--- src/rtl/goertzel_pkg.sv ---
// Shared constants and FSM encoding for the Goertzel datapath.
// The loop core imports this too, so the sample width and the coefficient
// format stay identical on both sides.
package goertzel_pkg;

    localparam int unsigned GZ_D_W  = 16;   // T1/T2/coeff width
    localparam int unsigned GZ_FRAC = 14;   // coeff is Q2.14
    localparam int unsigned MAG_W   = 32;   // magnitude / threshold width
    localparam int unsigned ACC_W   = 35;   // signed magnitude accumulator

    localparam logic [MAG_W-1:0] MAG_SAT = '1;

    typedef enum logic [2:0] {
        ST_IDLE  = 3'd0,
        ST_CAP   = 3'd1,
        ST_SQ1   = 3'd2,
        ST_SQ2   = 3'd3,
        ST_CT1   = 3'd4,
        ST_CROSS = 3'd5,
        ST_FINAL = 3'd6
    } gz_state_e;

endpackage

--- src/rtl/goertzel_mag_detect_if.sv ---
// Request/result bundle between the loop core / control logic and the
// magnitude detector.
//   master: drives start, T1, T2, coeff, thresh; reads the results.
//   slave : the detector; drives busy, mag, mag_valid, detect, overrun.
interface goertzel_mag_detect_if #(
    parameter int unsigned D_W = 16,
    parameter int unsigned M_W = 32
);
    logic                  start;
    logic signed [D_W-1:0] T1;
    logic signed [D_W-1:0] T2;
    logic signed [D_W-1:0] coeff;
    logic [M_W-1:0]        thresh;
    logic                  busy;
    logic [M_W-1:0]        mag;
    logic                  mag_valid;
    logic                  detect;
    logic                  overrun;

    modport master (
        output start, T1, T2, coeff, thresh,
        input  busy, mag, mag_valid, detect, overrun
    );

    modport slave (
        input  start, T1, T2, coeff, thresh,
        output busy, mag, mag_valid, detect, overrun
    );
endinterface

--- src/rtl/gz_mag_mul.sv ---
// Registered signed A_W x B_W multiplier with clock enable (one MAC16 tile).
//   sys_clk, rst_n : clock, synchronous active-low reset
//   ce             : load a new product
//   a, b           : signed operands
//   p              : registered signed product, one cycle after ce
module gz_mag_mul #(
    parameter int unsigned A_W = 18,
    parameter int unsigned B_W = 16
) (
    input  logic                      sys_clk,
    input  logic                      rst_n,
    input  logic                      ce,
    input  logic signed [A_W-1:0]     a,
    input  logic signed [B_W-1:0]     b,
    output logic signed [A_W+B_W-1:0] p
);
    localparam int unsigned P_W = A_W + B_W;

    logic signed [P_W-1:0] p_q;
    logic signed [P_W-1:0] p_d;

    always_comb begin
        p_d = p_q;
        if (ce) begin
            p_d = P_W'(a) * P_W'(b);
        end
    end

    always_ff @(posedge sys_clk) begin
        if (!rst_n) begin
            p_q <= '0;
        end else begin
            p_q <= p_d;
        end
    end

    assign p = p_q;

endmodule

--- src/rtl/goertzel_mag_detect.sv ---
// Goertzel squared-magnitude and debounced tone detector.
// On start it captures T1/T2/coeff/thresh, computes
// P = T1^2 + T2^2 - coeff*T1*T2 with one shared multiplier over six cycles,
// clamps P into M_W bits and debounces (P >= thresh) across frames.
//   sys_clk, rst_n : clock, synchronous active-low reset
//   bus (slave)    : start/T1/T2/coeff/thresh in;
//                    busy/mag/mag_valid/detect/overrun out
module goertzel_mag_detect
    import goertzel_pkg::*;
#(
    parameter int unsigned D_W    = GZ_D_W,
    parameter int unsigned FRAC   = GZ_FRAC,
    parameter int unsigned M_W    = MAG_W,
    parameter int unsigned HOLD_N = 3
) (
    input  logic                 sys_clk,
    input  logic                 rst_n,
    goertzel_mag_detect_if.slave bus
);
    localparam int unsigned A_W   = D_W + 2;   // widened for the Q-shifted cross operand
    localparam int unsigned P_W   = A_W + D_W;
    localparam int unsigned CNT_W = 4;

    gz_state_e               state_q, state_d;
    logic signed [D_W-1:0]   t1_q, t1_d;
    logic signed [D_W-1:0]   t2_q, t2_d;
    logic signed [D_W-1:0]   coeff_q, coeff_d;
    logic [M_W-1:0]          thresh_q, thresh_d;
    logic signed [ACC_W-1:0] acc_q, acc_d;
    logic [M_W-1:0]          mag_q, mag_d;
    logic                    mag_valid_q, mag_valid_d;
    logic                    detect_q, detect_d;
    logic                    overrun_q, overrun_d;
    logic                    busy_q, busy_d;
    logic [CNT_W-1:0]        cnt_q, cnt_d;

    logic                    mul_ce;
    logic signed [A_W-1:0]   mul_a;
    logic signed [D_W-1:0]   mul_b;
    logic signed [P_W-1:0]   prod;
    logic signed [ACC_W-1:0] prod_ext;
    logic signed [ACC_W-1:0] acc_fin;
    logic [M_W-1:0]          mag_new;
    logic [CNT_W-1:0]        cnt_inc;
    logic                    hit;
    logic                    step;

    // Operand mux for the shared multiplier; CROSS reuses coeff*T1 >>> FRAC.
    always_comb begin
        mul_ce = 1'b0;
        mul_a  = '0;
        mul_b  = '0;
        unique case (state_q)
            ST_SQ1: begin
                mul_ce = 1'b1;
                mul_a  = A_W'(t1_q);
                mul_b  = t1_q;
            end
            ST_SQ2: begin
                mul_ce = 1'b1;
                mul_a  = A_W'(t2_q);
                mul_b  = t2_q;
            end
            ST_CT1: begin
                mul_ce = 1'b1;
                mul_a  = A_W'(coeff_q);
                mul_b  = t1_q;
            end
            ST_CROSS: begin
                mul_ce = 1'b1;
                mul_a  = prod[FRAC+A_W-1:FRAC];
                mul_b  = t2_q;
            end
            default: ;
        endcase
    end

    gz_mag_mul #(
        .A_W (A_W),
        .B_W (D_W)
    ) u_mul (
        .sys_clk (sys_clk),
        .rst_n   (rst_n),
        .ce      (mul_ce),
        .a       (mul_a),
        .b       (mul_b),
        .p       (prod)
    );

    // Final magnitude: clamp negatives to 0, saturate above M_W bits.
    always_comb begin
        prod_ext = ACC_W'(prod);
        acc_fin  = acc_q - prod_ext;
        if (acc_fin[ACC_W-1]) begin
            mag_new = '0;
        end else if (|acc_fin[ACC_W-2:M_W]) begin
            mag_new = '1;
        end else begin
            mag_new = acc_fin[M_W-1:0];
        end
        hit     = (mag_new >= thresh_q);
        step    = detect_q ? !hit : hit;
        cnt_inc = cnt_q + CNT_W'(1);
    end

    // Next-state, datapath and debounce.
    always_comb begin
        state_d     = state_q;
        t1_d        = t1_q;
        t2_d        = t2_q;
        coeff_d     = coeff_q;
        thresh_d    = thresh_q;
        acc_d       = acc_q;
        mag_d       = mag_q;
        mag_valid_d = 1'b0;
        detect_d    = detect_q;
        cnt_d       = cnt_q;
        overrun_d   = bus.start && (state_q != ST_IDLE);

        unique case (state_q)
            ST_IDLE: begin
                if (bus.start) begin
                    t1_d     = bus.T1;
                    t2_d     = bus.T2;
                    coeff_d  = bus.coeff;
                    thresh_d = bus.thresh;
                    state_d  = ST_CAP;
                end
            end
            ST_CAP: begin
                acc_d   = '0;
                state_d = ST_SQ1;
            end
            ST_SQ1: state_d = ST_SQ2;
            ST_SQ2: begin
                acc_d   = acc_q + prod_ext;   // T1^2
                state_d = ST_CT1;
            end
            ST_CT1: begin
                acc_d   = acc_q + prod_ext;   // T2^2
                state_d = ST_CROSS;
            end
            ST_CROSS: state_d = ST_FINAL;
            ST_FINAL: begin
                acc_d       = acc_fin;
                mag_d       = mag_new;
                mag_valid_d = 1'b1;
                // Count frames that disagree with detect; flip after HOLD_N in a row.
                if (step) begin
                    if (cnt_inc >= CNT_W'(HOLD_N)) begin
                        detect_d = !detect_q;
                        cnt_d    = '0;
                    end else begin
                        cnt_d = cnt_inc;
                    end
                end else begin
                    cnt_d = '0;
                end
                state_d = ST_IDLE;
            end
            default: state_d = ST_IDLE;
        endcase

        busy_d = (state_d != ST_IDLE);
    end

    always_ff @(posedge sys_clk) begin
        if (!rst_n) begin
            state_q     <= ST_IDLE;
            t1_q        <= '0;
            t2_q        <= '0;
            coeff_q     <= '0;
            thresh_q    <= '0;
            acc_q       <= '0;
            mag_q       <= '0;
            mag_valid_q <= 1'b0;
            detect_q    <= 1'b0;
            overrun_q   <= 1'b0;
            busy_q      <= 1'b0;
            cnt_q       <= '0;
        end else begin
            state_q     <= state_d;
            t1_q        <= t1_d;
            t2_q        <= t2_d;
            coeff_q     <= coeff_d;
            thresh_q    <= thresh_d;
            acc_q       <= acc_d;
            mag_q       <= mag_d;
            mag_valid_q <= mag_valid_d;
            detect_q    <= detect_d;
            overrun_q   <= overrun_d;
            busy_q      <= busy_d;
            cnt_q       <= cnt_d;
        end
    end

    assign bus.busy      = busy_q;
    assign bus.mag       = mag_q;
    assign bus.mag_valid = mag_valid_q;
    assign bus.detect    = detect_q;
    assign bus.overrun   = overrun_q;

endmodule

--- src/flat_wrapper.sv ---
// flat-port wrapper written by rule: the top's interface ports become plain ports
module goertzel_mag_detect_flat import goertzel_pkg::*;
#(
    parameter int unsigned D_W    = GZ_D_W,
    parameter int unsigned FRAC   = GZ_FRAC,
    parameter int unsigned M_W    = MAG_W,
    parameter int unsigned HOLD_N = 3
)
  (sys_clk, rst_n, bus_start, bus_T1, bus_T2, bus_coeff, bus_thresh, bus_busy, bus_mag, bus_mag_valid, bus_detect, bus_overrun);
  goertzel_mag_detect_if #(.D_W(D_W), .M_W(M_W)) bus_i ();
  input  logic sys_clk;
  input  logic rst_n;
  input wire logic [$bits(bus_i.start)-1:0] bus_start;
  input wire logic [$bits(bus_i.T1)-1:0] bus_T1;
  input wire logic [$bits(bus_i.T2)-1:0] bus_T2;
  input wire logic [$bits(bus_i.coeff)-1:0] bus_coeff;
  input wire logic [$bits(bus_i.thresh)-1:0] bus_thresh;
  output wire logic [$bits(bus_i.busy)-1:0] bus_busy;
  output wire logic [$bits(bus_i.mag)-1:0] bus_mag;
  output wire logic [$bits(bus_i.mag_valid)-1:0] bus_mag_valid;
  output wire logic [$bits(bus_i.detect)-1:0] bus_detect;
  output wire logic [$bits(bus_i.overrun)-1:0] bus_overrun;
  assign bus_i.start = bus_start;
  assign bus_i.T1 = bus_T1;
  assign bus_i.T2 = bus_T2;
  assign bus_i.coeff = bus_coeff;
  assign bus_i.thresh = bus_thresh;
  assign bus_busy = bus_i.busy;
  assign bus_mag = bus_i.mag;
  assign bus_mag_valid = bus_i.mag_valid;
  assign bus_detect = bus_i.detect;
  assign bus_overrun = bus_i.overrun;
  goertzel_mag_detect #(.D_W(D_W), .FRAC(FRAC), .M_W(M_W), .HOLD_N(HOLD_N)) u_core (.sys_clk(sys_clk), .rst_n(rst_n), .bus(bus_i));
endmodule
--- config.mk ---
export PLATFORM = sky130hd
export DESIGN_NAME = goertzel_mag_detect_flat
export DESIGN_NICKNAME = d
export VERILOG_FILES = /design/src/rtl/goertzel_pkg.sv /design/src/rtl/goertzel_mag_detect_if.sv /design/src/rtl/gz_mag_mul.sv /design/src/rtl/goertzel_mag_detect.sv /design/src/flat_wrapper.sv
export SDC_FILE = /design/constraint.sdc
export NUM_CORES = 1
export LEC_CHECK = 0
export ABC_AREA = 1
export CORE_MARGIN = 2
export CORE_UTILIZATION = 50
export CTS_CLUSTER_SIZE = 40
export DETAILED_ROUTE_END_ITERATION = 6
export HOLD_SLACK_MARGIN = 0.06
export PLACE_DENSITY = 0.66
export SETUP_SLACK_MARGIN = 0.05
export SLEW_MARGIN = 20
export SYNTH_ARGS = -nofsm -noshare
export SYNTH_HDL_FRONTEND = slang
export SYNTH_SLANG_ARGS = --single-unit
export TNS_END_PERCENT = 1
--- constraint.sdc ---
create_clock -name sys_clk -period 7.45 [get_ports sys_clk]
set_clock_uncertainty 0.15 [all_clocks]
set_input_delay 1.1175 -clock sys_clk [delete_from_list [all_inputs] [get_ports sys_clk]]
set_output_delay 1.1175 -clock sys_clk [all_outputs]
set_load 0.1 [all_outputs]
==> Word level (Yosys, flattened, before mapping) <==
Index checks and enable logic that the tools add are counted.
{ "totals": {"latchBits": 0, "mem_bits_ro": 0, "reg_bits": 192, "mem_count": 0, "mem_bits_rw": 0, "elab_cells": 51, "input_bits": 83} }
{ "op_classes": {"shift": 0, "n_div": 0, "bitwise_logic": 0, "reduce_logical": 14, "mux": 12, "magnitude_cmp": 2, "multipliers": 1, "n_addsub": 3, "eq_ne": 6} }
{ "op_table": {"columns": ["op", "count"], "rows": [
  ["$pmux W35 S3", 1],
  ["$pmux W18 S4", 1],
  ["$mux W32", 2],
  ["$add A35 B34 Y35", 1],
  ["$sub A35 B34 Y35", 1],
  ["$mul A18 B16 Y34", 1],
  ["$ge A32 B32 Y1", 1],
  ["$pmux W16 S2", 1],
  ["$pmux W3 S6", 1],
  ["$eq A3 B3 Y1 const B", 3],
  ["$reduce_bool A3 Y1", 3],
  ["$mux W4", 2],
  ["$reduce_or A2 Y1", 4],
  ["$eq A3 B2 Y1 const B", 2],
  ["$add A4 B1 Y4 const B", 1],
  ["$ge A4 B2 Y1 const B", 1],
  ["$reduce_or A4 Y1", 1],
  ["$eq A3 B1 Y1 const B", 1],
  ["$logic_not A3 Y1", 1],
  ["$mux W1", 3],
  ["$mux W3", 1],
  ["$reduce_and A3 Y1", 1],
  ["$logic_not A1 Y1", 2],
  ["$reduce_and A2 Y1", 1],
  ["$logic_and A1 B1 Y1", 1]
]} }

==> Longest topological paths before layout <==
Gate-level depths: netlist of run 1.
{ "logic_depth": {"depth_word": 8, "ltp_mapped": 36, "ltp_nobuf": 34} }

==> Cells and area by module <==
From an unflattened synthesis of run 1, not the netlist that was laid out.
{ "hier_totals": {"cells_unflattened": 3835, "hier_area_um2": 26053.7} }
{ "modules_own_cells": {"columns": ["mod", "cells_per_inst", "area_per_inst_um2", "instances"], "rows": [
  ["gz_mag_mul", 1822, 13286.5, 1],
  ["goertzel_mag_detect", 2013, 12767.2, 1]
]} }

==> Worst setup path before layout of run 1 <==
No wires, ideal clock.
{ "synth_path": {"path_kind": "reg-to-reg", "start": "register u_core.state_q[0]", "end": "register u_core.u_mul.p_q[25], in the netlist u_core.u_mul.p[25]", "path_buffers": 1, "arrival_ns": 6.502, "path_slack_ns": 0.681, "t_required_ns": 7.184, "path_stages_with_launch": 31, "synth_period_minus_slack_ns": 6.769, "cell_sequence": "dfxtp_1 -> inv_2 -> nor3_4 -> inv_2 -> buf_6 -> o22ai_1 -> a21oi_1 -> inv_2 -> a21oi_4 -> nor2_1 -> inv_1 -> fa_1 -> inv_1 -> fa_1 -> fa_1 -> fa_1 -> fa_1 -> inv_1 -> fa_1 -> inv_1 -> ha_1 -> nand2_1 -> nor2_1 -> inv_1 -> nor3_1 -> inv_1 -> or2_2 -> nand4_1 -> nand3_1 -> o211ai_1 -> inv_1"} }
{ "synth_via": {"elab_chain_len": 4, "elab_cells_between_ends": 11, "cone_classes": "1 x mul; 4 x eq/ne; 3 x mux; 3 x reduce/logical"} }
{ "synth_lines": {"columns": ["item", "line_no", "rtl"], "rows": [
  ["start: declaration", "goertzel_mag_detect.sv:24", "gz_state_e state_q, state_d;"],
  ["start signal: assignment", "goertzel_mag_detect.sv:182", "state_q <= state_d;"],
  ["$eq A3 B2 Y1 / $eq A3 B3 Y1 (equally long branches)", "goertzel_mag_detect.sv:53", "unique case (state_q)"],
  ["$reduce_or A2 Y1 (no line)", null, null],
  ["$pmux W16 S2", "goertzel_mag_detect.sv:53", null],
  ["$mul A18 B16 Y34", "gz_mag_mul.sv:25", "p_d = P_W'(a) * P_W'(b);"],
  ["end signal: assignment", "gz_mag_mul.sv:33", "p_q <= p_d;"],
  ["end: declaration", "gz_mag_mul.sv:19", "logic signed [P_W-1:0] p_q;"]
]} }
Parallel ways exist; a longest one is shown, timed or not.
A chain may end at the register's enable or synchronous reset.

==> Worst setup path after layout of run 1 <==
{ "layout_path": {"start": "register u_core.state_q[1]", "end": "register u_core.u_mul.p_q[28], in the netlist u_core.u_mul.p[28]"} }
Same word-level chain as after synthesis.

==> results of run 1 <==
cells in the final DEF (no fill, tap or decap), types with 70 or more instances in the layout:
cell,instances
a21oi_1,238
buf_4,70
clkdlybuf4s50_1,117
dfxtp_1,190
fa_1,291
ha_1,187
inv_1,809
nand2_1,757
nand3_1,179
nor2_1,360
o21ai_0,193
synth_stat cells, types with 20 or more instances:
master	count	area share, %
nor2_1	362	5.4
a21oi_1	239	4.8
o211ai_1	28	0.84
clkbuf_1	48	0.72
inv_2	22	0.33
o21ai_0	196	3.9
ha_1	188	9.4
nand2_1	758	11
xor2_1	38	1.3
fa_1	292	23
nand4_1	32	0.80
nor3_1	20	0.40
o22ai_1	24	0.60
o21bai_1	25	0.75
nand3_1	180	3.6
dfxtp_1	192	15
buf_2	40	0.80
inv_1	813	12
tightest hold or removal path: stages, from the launching register on:
cell and delay (ns):
dfxtp_1 0.31, inv_1 0.06, a21oi_1 0.06
registers in the layout (all words and copies together), names as in the netlist:
signal	cells
u_core.bus.detect	1
u_core.coeff_q	16
u_core.bus.overrun	1
u_core.bus.mag	32
u_core.bus.busy	1
u_core.acc_q	35
u_core.t1_q	16
u_core.bus.mag_valid	1
u_core.cnt_q	4
u_core.state_q	3
u_core.u_mul.p	34
u_core.t2_q	16
u_core.thresh_q	32
power breakdown:
group	switching, mW	total (mW)	internal (mW)	leakage [nW]
logic	2.24	3.14	0.901	12.7
registers	0.0742	1.21	1.14	1.57
clock network	0.504	0.974	0.470	0.296
total	2.81	5.32	2.51	14.5
per-stage QoR:
stage | instances | worst slack [ns] | util [%] | area (µm²) | hold WS (ns)
3_5_place_dp | 4355 | 0.131 | 54.1 | 27000 | 0.299
5_1_grt | 4402 | 0.0221 | 55.7 | 27800 | 0.332
4_1_cts | 4387 | 0.0861 | 55.3 | 27600 | 0.311
6_report | 4403 | 0.327 | 55.7 | 27800 | 0.313
3_3_place_gp | 4355 | 0.124 | 54.1 | 27000 | 0.290
2_1_floorplan | 3623 | 0.681 | - | 25100 | 0.279
worst paths after layout:
check | slack (ns) | startpoint | endpoint | cells past startpoint
min reg2reg | 0.31 | u_core.thresh_q[24]$_SDFFE_PN0P_ | u_core.thresh_q[24]$_SDFFE_PN0P_ | 2
max | 0.33 | u_core.state_q[1]$_SDFF_PN0_ | u_core.u_mul.p[28]$_SDFFE_PN0P_ | 27
max reg2reg | 0.33 | u_core.state_q[1]$_SDFF_PN0_ | u_core.u_mul.p[28]$_SDFFE_PN0P_ | 27
min | 0.31 | u_core.thresh_q[24]$_SDFFE_PN0P_ | u_core.thresh_q[24]$_SDFFE_PN0P_ | 2
per-layer routing:
layer	wire length [µm]	track usage (%)	share of wire, %
met4	2360	9.01	2.9
met5	0	0	0
met2	35100	48.8	43
met1	36900	44.7	46
met3	6470	5.50	8.0
logic make-up (layout without fill, tap and decap cells):
group	count (synthesis)	after routing	share of synthesized area (%)
buf+inv	956	1063	15.0
simple gates	1388	1388	22.7
flops	192	192	15.3
other cells	0	1	0
fa+ha+maj	480	480	32.7
xor+xnor	48	48	1.68
compound gates	559	559	12.6
final cells by class:
| class | instances | share of cell area, % |
|---|---|---|
| Multi-Input combinational cell | 2475 | 63.2 |
| Sequential cell | 192 | 13.8 |
| Inverter | 841 | 11.4 |
| Tap cell | 672 | 3.03 |
| Clock inverter | 14 | 0.635 |
| Antenna cell | 1 | 0.00901 |
| Clock buffer | 18 | 1.58 |
| Timing Repair Buffer | 190 | 6.32 |
repair_timing:
action                                  4_1_cts  5_1_grt
endpoints found under the hold margin         0        0
gates resized for setup                       0       20
setup buffers                                 0       15
endpoints found under the setup margin        0       21
==> run metrics, run 1 <==
WP data arrival=7.34 ns; Via Count=23.2k; Synth Cell Area=25100 µm²; # DRC=0; Seq cells post-synth=192; fraction of layout cells with a size suffix above 1=5.12%; CTS Root Cell=clkbuf_16; outcome=finished clean; initial drt markers=2067; Worst-Margin Slew=1.11 ns; GR Overflow Total=0; RSZ-0062 raised after global routing=yes; Crit Path Class=reg2reg; Worst path most repeated cell=fa_1; initial antenna violation count=0; PwrDens=192 nW/µm²; crit end category=flop; Num CTS Buffers=17; top_reg_cell synth=dfxtp_1; PortBufs=118; Mapped Nets=4186; total track usage=31.3%; Worst EP required=7.67 ns; Final HPWL DP=67.0 mm; fmax=140 MHz; Area Growth Syn to Fin=10.7%; Leak=14.5 nW; TritonCTS clock tree=built; Ports=119; post-layout minimum cycle time=7.12 ns; Worst-Skew Late Latency=0.46 ns; number of global-route vias before repair=22.7k; vias per cell=5.27; Pwr Total=5.32 mW; Max clock buf depth=2; Worst path slowest cell=nor2_1; Max-Cap Viols=0; largest net degree at the start of global routing=94; Max FO, Critical Path=11; DIE AREA=52000 µm²; number of flops mapped to enable cells by yosys=0; Routed Antenna Nets=0; row cnt=82; ys async rst share=0%; initial core utilization=50.3%; Die Ht=228 µm; Fillers=5079; max_slew headroom=25.7%; Hold Path Class=reg2reg; Clock Sinks=192; Fin. Hold Viols=0; Reg area=3850 µm²; worst path bufs/invs=8; CP top delay family=adder cells; worst vdd ir=0.171 mV; area occupied by multi-input gates=17500 µm²; Unique masters post-synth=47; synth warn=0; crit start category=flop; die width=228 µm; setup violators final=0; period utilization=95.6%; sequential element share of the synthesized area=15.3%; Placer Congestion=1.01; max-slew violations=0; Clock transition at path regs=0.09 ns; Routed WL per cell=18.3 µm; WL final=80.7 mm; first-pass GRT wire length=127 mm; Max H-tree Level=4; Total Nets Final=4280; Post-CTS Hold Fix Bufs=0; CP max stage delay=0.61 ns; cells after synthesis=3623; Final TNS setup=0 ns; syn_area_per_cell=6.93 µm²; core area=49900 µm²; TritonRoute pass-1 iters=5
(Power assumes the default switching activity.)
==> run 2, diff against run 1 <==
Settings changed: CTS_BUF_LIST from default to sky130_fd_sc_hd__clkbuf_4, PLACE_DENSITY 0.66 to 0.7.
==> run 2 against run 1 <==
  * Fmax decreased by 1.2%
  * Wire length grew 0.80%
  * Via count increased by 1.7%
  * Sequential share of layout area barely moved
  * Count of clock-buffer cells in the layout down 1
  * Die area unchanged
  * Critical path depth grew 3
  * Cell count up 0.61%
  * Non-clock buffer count increased by 23
  * Clock power is 34% lower
  * Flip-flop and latch count is the same
  * Highest routed layer is now met5
==> run metrics, run 2 (synthesis results as in run 1) <==
initial antenna violation count=3; Placer Congestion=1.03; Worst-Skew Late Latency=0.66 ns; CTS Root Cell=clkbuf_4; # DRC=0; hold path startpoint=u_core.cnt_q[3]$_SDFFE_PN0P_; post-place instance area=26900 µm²; number of global-route vias before repair=22.7k; post-layout minimum cycle time=7.21 ns; final setup margin=0.244 ns; Fillers=4983; Leak=14.5 nW; Worst path slowest cell=fa_1; Final Instance Area=27800 µm²; Worst EP required=7.88 ns; RR Startpoint=u_core.state_q[1]$_SDFF_PN0_; first-pass GRT wire length=126 mm; core area=49900 µm²; internal power=2.23 mW; CP max stage delay=0.55 ns; largest net degree at the start of global routing=103; setup violators final=0; vias per cell=5.33; Fin. Hold Viols=0; Crit Path Class=reg2reg; worst vdd ir=0.206 mV; Max clock buf depth=2; die width=228 µm; Critical Path Start=u_core.state_q[1]$_SDFF_PN0_; TritonRoute pass-1 iters=6; Area Growth Syn to Fin=10.7%; Sw Ratio=55.5%; initial drt markers=2458; fin cells=4430; WL final=81.4 mm; combinational share of power=63.0%; GR Overflow Total=0; initial core utilization=50.3%; Routed Antenna Nets=0; Clock transition at path regs=0.20 ns; max-slew violations=0; row cnt=82; crit start category=flop; WP data arrival=7.64 ns; Max H-tree Level=4; total track usage=31.3%; Max FO, Critical Path=7; Flop pwr share=24.2%; Num CTS Buffers=17; Max-Cap Viols=0; Ports=119; PortBufs=118; commonest non-fill, non-tap cell in the layout=inv_1; RSZ-0062 raised after global routing=yes; max_slew headroom=22.2%; max reg flops=35; P_sw=2.78 mW; DIE AREA=52000 µm²; fraction of layout cells with a size suffix above 1=6.20%; Worst-Margin Slew=1.17 ns; Hold Path Class=reg2reg; fmax=139 MHz; period utilization=96.7%; Clk network pwr share=12.8%; Placed Instances=4352; Via Count=23.6k; PwrDens=180 nW/µm²; Post-CTS Hold Fix Bufs=0; Die Ht=228 µm; commonest cells after routing, fill and taps aside=inv_1 (807), nand2_1 (755), nor2_1 (358); Routed WL per cell=18.4 µm; Clock Sinks=192; TritonCTS clock tree=built; outcome=finished clean; Biggest register=u_core.acc_q; pre-CTS WS=-0.0619 ns; Final HPWL DP=66.5 mm; crit end category=flop; Total Nets Final=4306
run 2: changes by cell type in the layout (fill, tap and decap cells not counted), moves of 4 or more:
cell       change
buf_4         +19
clkbuf_4      +17
clkbuf_16     -17
buf_12         +4
run 2: final timing paths:
check | cells after the start | to | slack [ns]
worst max register to register | 30 | u_core.u_mul.p[31]$_SDFFE_PN0P_ | 0.24
worst max-delay path | 30 | u_core.u_mul.p[31]$_SDFFE_PN0P_ | 0.24
worst min-delay path | 2 | u_core.cnt_q[3]$_SDFFE_PN0P_ | 0.31
worst min register to register | 2 | u_core.cnt_q[3]$_SDFFE_PN0P_ | 0.31
run 2: worst max-delay path, delay by kind of cell (launching register included):
kind | cells | cell delay, ns
XOR/XNOR | 1 | 0.17
buffers and inverters | 10 | 0.90
flip-flops | 1 | 0.39
AND/OR/NAND/NOR | 5 | 0.87
adder cells (fa/ha/maj) | 7 | 3.43
AO/OA/AOI/OAI | 7 | 1.19
run 2: cell type report:
cell class | count | area (µm²) | share of cell area [%]
Timing Repair inverter | 1 | 5.00 | 0.0180
Sequential cell | 192 | 3850 | 13.8
Multi-Input combinational cell | 2477 | 17600 | 63.3
Inverter | 841 | 3180 | 11.5
Timing Repair Buffer | 213 | 1980 | 7.12
Tap cell | 672 | 841 | 3.03
Antenna cell | 2 | 5.00 | 0.0180
Clock inverter | 15 | 198 | 0.712
Clock buffer | 17 | 128 | 0.459
run 2: metrics by stage:
stage | hold slack (ns) | power, mW | TNS [ns] | utilization (%)
3_5_place_dp | 0.292 | 4.24 | -0.148 | 54.0
6_report | 0.314 | 5.00 | 0 | 55.7
2_1_floorplan | 0.279 | 3.36 | 0 | -
4_1_cts | 0.316 | 4.90 | 0 | 54.7
5_1_grt | 0.346 | 5.45 | -0.276 | 55.7
3_3_place_gp | 0.291 | 4.22 | -0.143 | 54.0
run 2: power groups by stage:
stage / Clock, mW / Sequential [mW] / Combinational, mW
after detailed placement: 0 / 1.23 / 3.01
final: 0.642 / 1.21 / 3.15
after floorplan: 0 / 1.23 / 2.13
after CTS: 0.656 / 1.21 / 3.03
after global placement: 0 / 1.23 / 2.99
after global routing: 0.694 / 1.22 / 3.54
run 2: metal layers:
metal / vias to the layer above / global-route usage [%] / routed length [µm]
li1: 11318 / - / -
met1: 11048 / 44.2 / 35600
met2: 1057 / 47.1 / 35000
met3: 178 / 6.53 / 7630
met4: 2 / 11.5 / 3170
met5: - / 0 / 11
run 2: what timing repair did:
action | 4_1_cts | 5_1_grt
gates resized for setup | 3 | 37
endpoints found under the setup margin | 14 | 19
buffers inserted | 2 | 39
cloned | 0 | 3
pin swaps | 0 | 9
